File: config.mk
export PLATFORM = sky130hd
export DESIGN_NAME = im_cached_param
export DESIGN_NICKNAME = d
export VERILOG_FILES = /design/src/rtl/icache_pkg.sv /design/src/rtl/icache_line_store.sv /design/src/rtl/im_cached_param.sv
export SDC_FILE = /design/constraint.sdc
export NUM_CORES = 1
export LEC_CHECK = 0
export CAP_MARGIN = 20
export CORE_MARGIN = 1
export CORE_UTILIZATION = 42
export CTS_BUF_LIST = sky130_fd_sc_hd__clkbuf_8 sky130_fd_sc_hd__clkbuf_16
export CTS_CLUSTER_DIAMETER = 120
export DETAILED_ROUTE_END_ITERATION = 16
export HOLD_SLACK_MARGIN = 0.08
export RECOVER_POWER = 50
export SETUP_SLACK_MARGIN = 0.02
export SLEW_MARGIN = 20
export SYNTH_ARGS = -nofsm -noshare
export SYNTH_HDL_FRONTEND = slang
export SYNTH_SLANG_ARGS = --single-unit
File: constraint.sdc
create_clock -name clk -period 12.37 [get_ports clk]
set_input_delay 3.711 -clock clk [delete_from_list [all_inputs] [get_ports clk]]
set_output_delay 3.711 -clock clk [all_outputs]
set_load 0.1 [all_outputs]
File: src/rtl/icache_pkg.sv
// Shared types and address-field helpers for the parametrised instruction cache.
package icache_pkg;

  typedef enum logic {
    IDLE = 1'b0,
    FILL = 1'b1
  } state_e;

  localparam int unsigned WORD_BYTES = 4;

  function automatic int unsigned off_width(input int unsigned words_per_line);
    return $clog2(words_per_line);
  endfunction

  function automatic int unsigned idx_width(input int unsigned nlines);
    return $clog2(nlines);
  endfunction

  function automatic int unsigned tag_width(input int unsigned nlines,
                                            input int unsigned words_per_line);
    return 32 - 2 - off_width(words_per_line) - idx_width(nlines);
  endfunction

endpackage

File: src/rtl/icache_line_store.sv
// Valid/tag/data storage for the direct-mapped cache: one combinational read port,
// one word write port, a per-line valid/tag strobe and a clear-all-valid strobe.
module icache_line_store #(
  parameter int unsigned NLINES         = 4,
  parameter int unsigned WORDS_PER_LINE = 2,
  parameter int unsigned IW             = 2,
  parameter int unsigned OWS            = 1,
  parameter int unsigned TW             = 27
) (
  input  logic           clk,
  input  logic           rst_n,
  input  logic [IW-1:0]  rd_idx_i,
  input  logic [OWS-1:0] rd_off_i,
  output logic           rd_valid_o,
  output logic [TW-1:0]  rd_tag_o,
  output logic [31:0]    rd_data_o,
  input  logic           wr_en_i,
  input  logic [IW-1:0]  wr_idx_i,
  input  logic [OWS-1:0] wr_off_i,
  input  logic [31:0]    wr_data_i,
  input  logic           tag_set_i,
  input  logic [IW-1:0]  tag_idx_i,
  input  logic [TW-1:0]  tag_i,
  input  logic           valid_i,
  input  logic           clr_all_i
);

  logic [NLINES-1:0] valid_q;
  logic [TW-1:0]     tag_q  [NLINES];
  logic [31:0]       data_q [NLINES][WORDS_PER_LINE];

  // A per-line strobe issued together with clear-all takes effect afterwards.
  always_ff @(posedge clk or negedge rst_n) begin
    if (!rst_n) begin
      valid_q <= '0;
    end else begin
      if (clr_all_i) valid_q <= '0;
      if (tag_set_i) valid_q[tag_idx_i] <= valid_i;
    end
  end

  always_ff @(posedge clk) begin
    if (wr_en_i)   data_q[wr_idx_i][wr_off_i] <= wr_data_i;
    if (tag_set_i) tag_q[tag_idx_i] <= tag_i;
  end

  assign rd_valid_o = valid_q[rd_idx_i];
  assign rd_tag_o   = tag_q[rd_idx_i];
  assign rd_data_o  = data_q[rd_idx_i][rd_off_i];

endmodule

File: src/rtl/im_cached_param.sv
// Direct-mapped read-only instruction cache with multi-word lines and a sequential refill engine.
// Define ICACHE_STATS_EN to add hit_count/miss_count statistics outputs.
module im_cached_param
  import icache_pkg::*;
#(
  parameter int unsigned NLINES         = 4,
  parameter int unsigned WORDS_PER_LINE = 2
) (
  input  logic        clk,
  input  logic        rst_n,
  input  logic [31:0] addr,
  input  logic        flush,
  output logic        hit,
  output logic [31:0] data,
  output logic        busy,
  output logic        mem_req,
  output logic [31:0] mem_addr,
  input  logic        mem_rdy,
  input  logic [31:0] mem_data
`ifdef ICACHE_STATS_EN
  ,
  output logic [31:0] hit_count,
  output logic [31:0] miss_count
`endif
);

  localparam int unsigned OW  = off_width(WORDS_PER_LINE);
  localparam int unsigned IW  = idx_width(NLINES);
  localparam int unsigned TW  = tag_width(NLINES, WORDS_PER_LINE);
  localparam int unsigned OWS = (OW == 0) ? 1 : OW;
  localparam logic [31:0] LINE_MASK = ~(32'(WORDS_PER_LINE * WORD_BYTES) - 32'd1);

  state_e         state_q, state_d;
  logic [OWS-1:0] word_cnt_q, word_cnt_d;
  logic [31:0]    base_q, base_d;
  logic           flush_pend_q, flush_pend_d;

  logic [IW-1:0]  cur_idx, fill_idx;
  logic [OWS-1:0] cur_off;
  logic [TW-1:0]  cur_tag, fill_tag;
  logic           rd_valid;
  logic [TW-1:0]  rd_tag;
  logic [31:0]    rd_data;
  logic           lookup_hit, last_word;
  logic           tag_set, valid_set, wr_en;

  assign cur_off  = (OW == 0) ? '0 : OWS'(addr >> 2);
  assign cur_idx  = IW'(addr >> (2 + OW));
  assign cur_tag  = TW'(addr >> (2 + OW + IW));
  assign fill_idx = IW'(base_q >> (2 + OW));
  assign fill_tag = TW'(base_q >> (2 + OW + IW));

  assign lookup_hit = rd_valid && (rd_tag == cur_tag);
  assign hit        = (state_q == IDLE) && !flush && lookup_hit;
  assign data       = hit ? rd_data : '0;
  assign busy       = (state_q == FILL);
  assign last_word  = (word_cnt_q == OWS'(WORDS_PER_LINE - 1));
  assign wr_en      = (state_q == FILL) && mem_rdy;

  // The target line is invalidated when its refill starts, so a flush or reset
  // during FILL can never leave stale data marked valid under the old tag.
  icache_line_store #(
    .NLINES        (NLINES),
    .WORDS_PER_LINE(WORDS_PER_LINE),
    .IW            (IW),
    .OWS           (OWS),
    .TW            (TW)
  ) u_store (
    .clk       (clk),
    .rst_n     (rst_n),
    .rd_idx_i  (cur_idx),
    .rd_off_i  (cur_off),
    .rd_valid_o(rd_valid),
    .rd_tag_o  (rd_tag),
    .rd_data_o (rd_data),
    .wr_en_i   (wr_en),
    .wr_idx_i  (fill_idx),
    .wr_off_i  (word_cnt_q),
    .wr_data_i (mem_data),
    .tag_set_i (tag_set),
    .tag_idx_i ((state_q == IDLE) ? cur_idx : fill_idx),
    .tag_i     ((state_q == IDLE) ? cur_tag : fill_tag),
    .valid_i   (valid_set),
    .clr_all_i (flush)
  );

  always_ff @(posedge clk or negedge rst_n) begin
    if (!rst_n) begin
      state_q      <= IDLE;
      word_cnt_q   <= '0;
      base_q       <= '0;
      flush_pend_q <= 1'b0;
    end else begin
      state_q      <= state_d;
      word_cnt_q   <= word_cnt_d;
      base_q       <= base_d;
      flush_pend_q <= flush_pend_d;
    end
  end

  always_comb begin
    state_d      = state_q;
    word_cnt_d   = word_cnt_q;
    base_d       = base_q;
    flush_pend_d = flush_pend_q;
    tag_set      = 1'b0;
    valid_set    = 1'b0;
    mem_req      = 1'b0;
    mem_addr     = '0;
    unique case (state_q)
      IDLE: begin
        if (!flush && !lookup_hit) begin
          state_d    = FILL;
          base_d     = addr & LINE_MASK;
          word_cnt_d = '0;
          tag_set    = 1'b1;
        end
      end
      FILL: begin
        mem_req  = 1'b1;
        mem_addr = base_q | (32'(word_cnt_q) << 2);
        if (flush) flush_pend_d = 1'b1;
        if (mem_rdy) begin
          word_cnt_d = word_cnt_q + 1'b1;
          if (last_word) begin
            state_d      = IDLE;
            tag_set      = 1'b1;
            valid_set    = !(flush_pend_q || flush);
            flush_pend_d = 1'b0;
          end
        end
      end
      default: state_d = IDLE;
    endcase
  end

`ifdef ICACHE_STATS_EN
  logic [31:0] hit_cnt_q, miss_cnt_q;

  always_ff @(posedge clk or negedge rst_n) begin
    if (!rst_n) begin
      hit_cnt_q  <= '0;
      miss_cnt_q <= '0;
    end else begin
      if (hit) hit_cnt_q <= hit_cnt_q + 32'd1;
      if (state_q == IDLE && state_d == FILL) miss_cnt_q <= miss_cnt_q + 32'd1;
    end
  end

  assign hit_count  = hit_cnt_q;
  assign miss_count = miss_cnt_q;
`endif

endmodule

==> results.json <==
{
  "pwr_density_cell_mw_per_mm2": 218,
  "fin_crit_sh_pct": 86.3,
  "die_area_mm2": 0.0394,
  "clock-root-buffer": "clkbuf_16",
  "async_reset_ff_share_pct": 9.00,
  "avgRoutedWirePerCell_um": 22.1,
  "ys_types": 50,
  "status": "finished, violations left",
  "rsz0062_at_grt": "no",
  "irDropWorstVdd_mv": 0.167,
  "antenna_found_initial": 6,
  "hold_viol": 0,
  "n_antenna_cell": 0,
  "num_rows": 71,
  "cts_sinks": 400,
  "fin_crit_ns": 10.68,
  "cts_resized": 0,
  "worstSetupEndpointType": "primary output",
  "area_growth_pct": 19.7,
  "violations": "capacitance limit, slew limit",
  "h-tree-depth": 2,
  "grtUsageTotal_pct": 17.6,
  "die_h_um": 198,
  "overflow": 0,
  "maxCapViolCount": 3,
  "grt_max_degree": 73,
  "io_buffers": 130,
  "cts_tree": "done",
  "die_w_um": 198,
  "grt_use_met3_pct": 3.31,
  "numCtsBuffers": 43,
  "ys_seq_area_share_pct": 73.0,
  "synthCells": 826,
  "drtPass1Iterations": 5,
  "post-place-ws_ns": 1.54,
  "crit_type": "in2out",
  "synth_top_cell_by_area": "edfxtp_1",
  "grt_pass1_wl_mm": 50.7,
  "cts_buffer_depth": 3,
  "drtIter0Drc": 450,
  "yosysWarnings": 0,
  "drive_gt1_share_pct": 21.5,
  "slew_viol_final": 103,
  "io_pins": 135,
  "ys_ff_latch": 400,
  "p_leak_nw": 6.59,
  "ys_top_cells_by_count": "edfxtp_1 (364), mux4_2 (79), mux2i_1 (62)",
  "clock.fmax_ghz": 0.0936,
  "cts_setup_buffers": 0,
  "syn_avg_cell_area_um2": 19.6,
  "vias_per_cell": 5.29,
  "synth-edff-count": 364,
  "synth_top_area_share_pct": 67.5,
  "dpl.hpwl_mm": 18.7,
  "worst_pin_slew_ns": 2.58,
  "synthTopCellsByArea": "edfxtp_1 (67%), mux4_2 (11%), dfrtp_1 (5.6%)",
  "drc_errors": 0,
  "start_util_pct": 42.8,
  "wl_mm": 33.5,
  "synthFlopType": "edfxtp_1",
  "place_congestion": 0.761,
  "busiest_layer": "met2",
  "grt_pass1_vias": 8372,
  "nets": 1040,
  "dr_total_vias": 8026,
  "synth.most_common_cell": "edfxtp_1",
  "grtUsageMet2_pct": 28.4,
  "skew_ns": 0.0323,
  "crit_arrival_ns": 6.97,
  "core_area_mm2": 0.0378,
  "grt_use_met1_pct": 24.4,
  "fin_ws_ns": 1.69,
  "setup_tns_ns": 0,
  "crit_required_ns": 8.66,
  "holdCritPathClass": "reg2reg",
  "cts_hold_buf": 0,
  "path_max_fanout": 68,
  "relSlewSlack_pct": -72.2,
  "setup_viol": 0,
  "drt.antenna.violating_nets": 0,
  "start_kind": "primary input",
  "clk_latency_ns": 0.55,
  "syn_area_mm2": 0.0162,
  "cts.clk_slew.worst_paths_ns": 0.06
}
==> final cells by class <==
type / count / area, um^2
multi-input cells: 373 / 4150
clock buffers: 48 / 1160
clock inverters: 30 / 260
fillers: 3111 / 18400
repair buffers: 148 / 1330
inverters: 6 / 22.5
flip-flops and latches: 400 / 11800
well taps: 511 / 639
==> state kept, by name, indices dropped and copies added (netlist names) <==
register,cells
flush_pend_q,1
busy,1
u_store.valid_q,4
last_word,1
u_store.data_q,256
base_q,29
u_store.tag_q,108
==> report_power, final <==
part           total, W  internal, W  switching (W)
Clock           0.00126     0.000754       0.000508
Sequential      0.00184      0.00177      0.0000712
Combinational   0.00113     0.000316       0.000813
==> worst paths after layout <==
path	from	endpoint	slack [ns]	depth (start not counted)
setup / recovery	addr[3]	data[27]	1.69	10
min in group asynchronous	rst_n	base_q[24]	3.86	1
hold reg to reg	base_q[11]	base_q[11]	0.49	1
hold / removal	base_q[11]	base_q[11]	0.49	1
max in group asynchronous	rst_n	busy	7.01	1
setup reg to reg	busy	u_store.data_q[2][38]	8.38	5
==> through the flow <==
stage | utilization [%] | hold slack [ns] | power, W | cells | cell area, um^2
after floorplan | - | 0.456 | 0.00270 | 827 | 16200
after global placement | 47.5 | 0.467 | 0.00300 | 1438 | 18000
after detailed placement | 47.5 | 0.478 | 0.00303 | 1438 | 18000
after CTS | 51.3 | 0.491 | 0.00429 | 1516 | 19400
after global routing | 51.2 | 0.529 | 0.00439 | 1516 | 19400
final | 51.2 | 0.490 | 0.00423 | 1516 | 19400
==> metal layers <==
layer | up-vias | part of all wire, %
met5 | - | 0.23
li1 | 3617 | -
met4 | 12 | 1.8
met2 | 171 | 49
met3 | 56 | 4.6
met1 | 4170 | 44
==> kinds of logic (layout without fill, tap and decap cells) <==
family	count (synthesis)	count (layout)	share of synthesized area, %
flops	400	400	73.0
simple gates	110	110	3.36
xor+xnor	21	21	1.14
other cells	1	2	0.0231
buf+inv	54	232	1.82
compound gates	42	42	1.86
mux	198	198	18.8
==> critical path, cell delays in order <==
cell and delay, ns:
buf_6 0.62, inv_1 0.43, mux2i_1 0.24, o22ai_1 0.09, a2111o_1 0.33, nor4_2 0.47
nand4_1 0.15, buf_4 0.31, nor2_1 0.23, buf_4 0.33
==> layout by cell type, fill, tap and decap left out, types with 3 or more instances in the layout <==
| cell | count |
|---|---|
| mux4_2 | 79 |
| dlygate4sd3_1 | 61 |
| nor3_1 | 6 |
| xnor2_1 | 13 |
| mux2i_1 | 62 |
| dfrtp_1 | 35 |
| nand4_1 | 6 |
| a21oi_1 | 10 |
| mux2_2 | 8 |
| clkinv_2 | 6 |
| edfxtp_1 | 364 |
| and2_1 | 30 |
| nor2_4 | 6 |
| clkbuf_1 | 3 |
| nand2_1 | 12 |
| xor2_1 | 8 |
| nor2_1 | 39 |
| o22ai_1 | 4 |
| clkdlybuf4s50_1 | 32 |
| clkinv_1 | 8 |
| clkbuf_16 | 44 |
| inv_1 | 15 |
| clkbuf_8 | 4 |
| buf_4 | 50 |
| mux2_1 | 49 |
| bufinv_16 | 4 |
(Power assumes the default switching activity.)
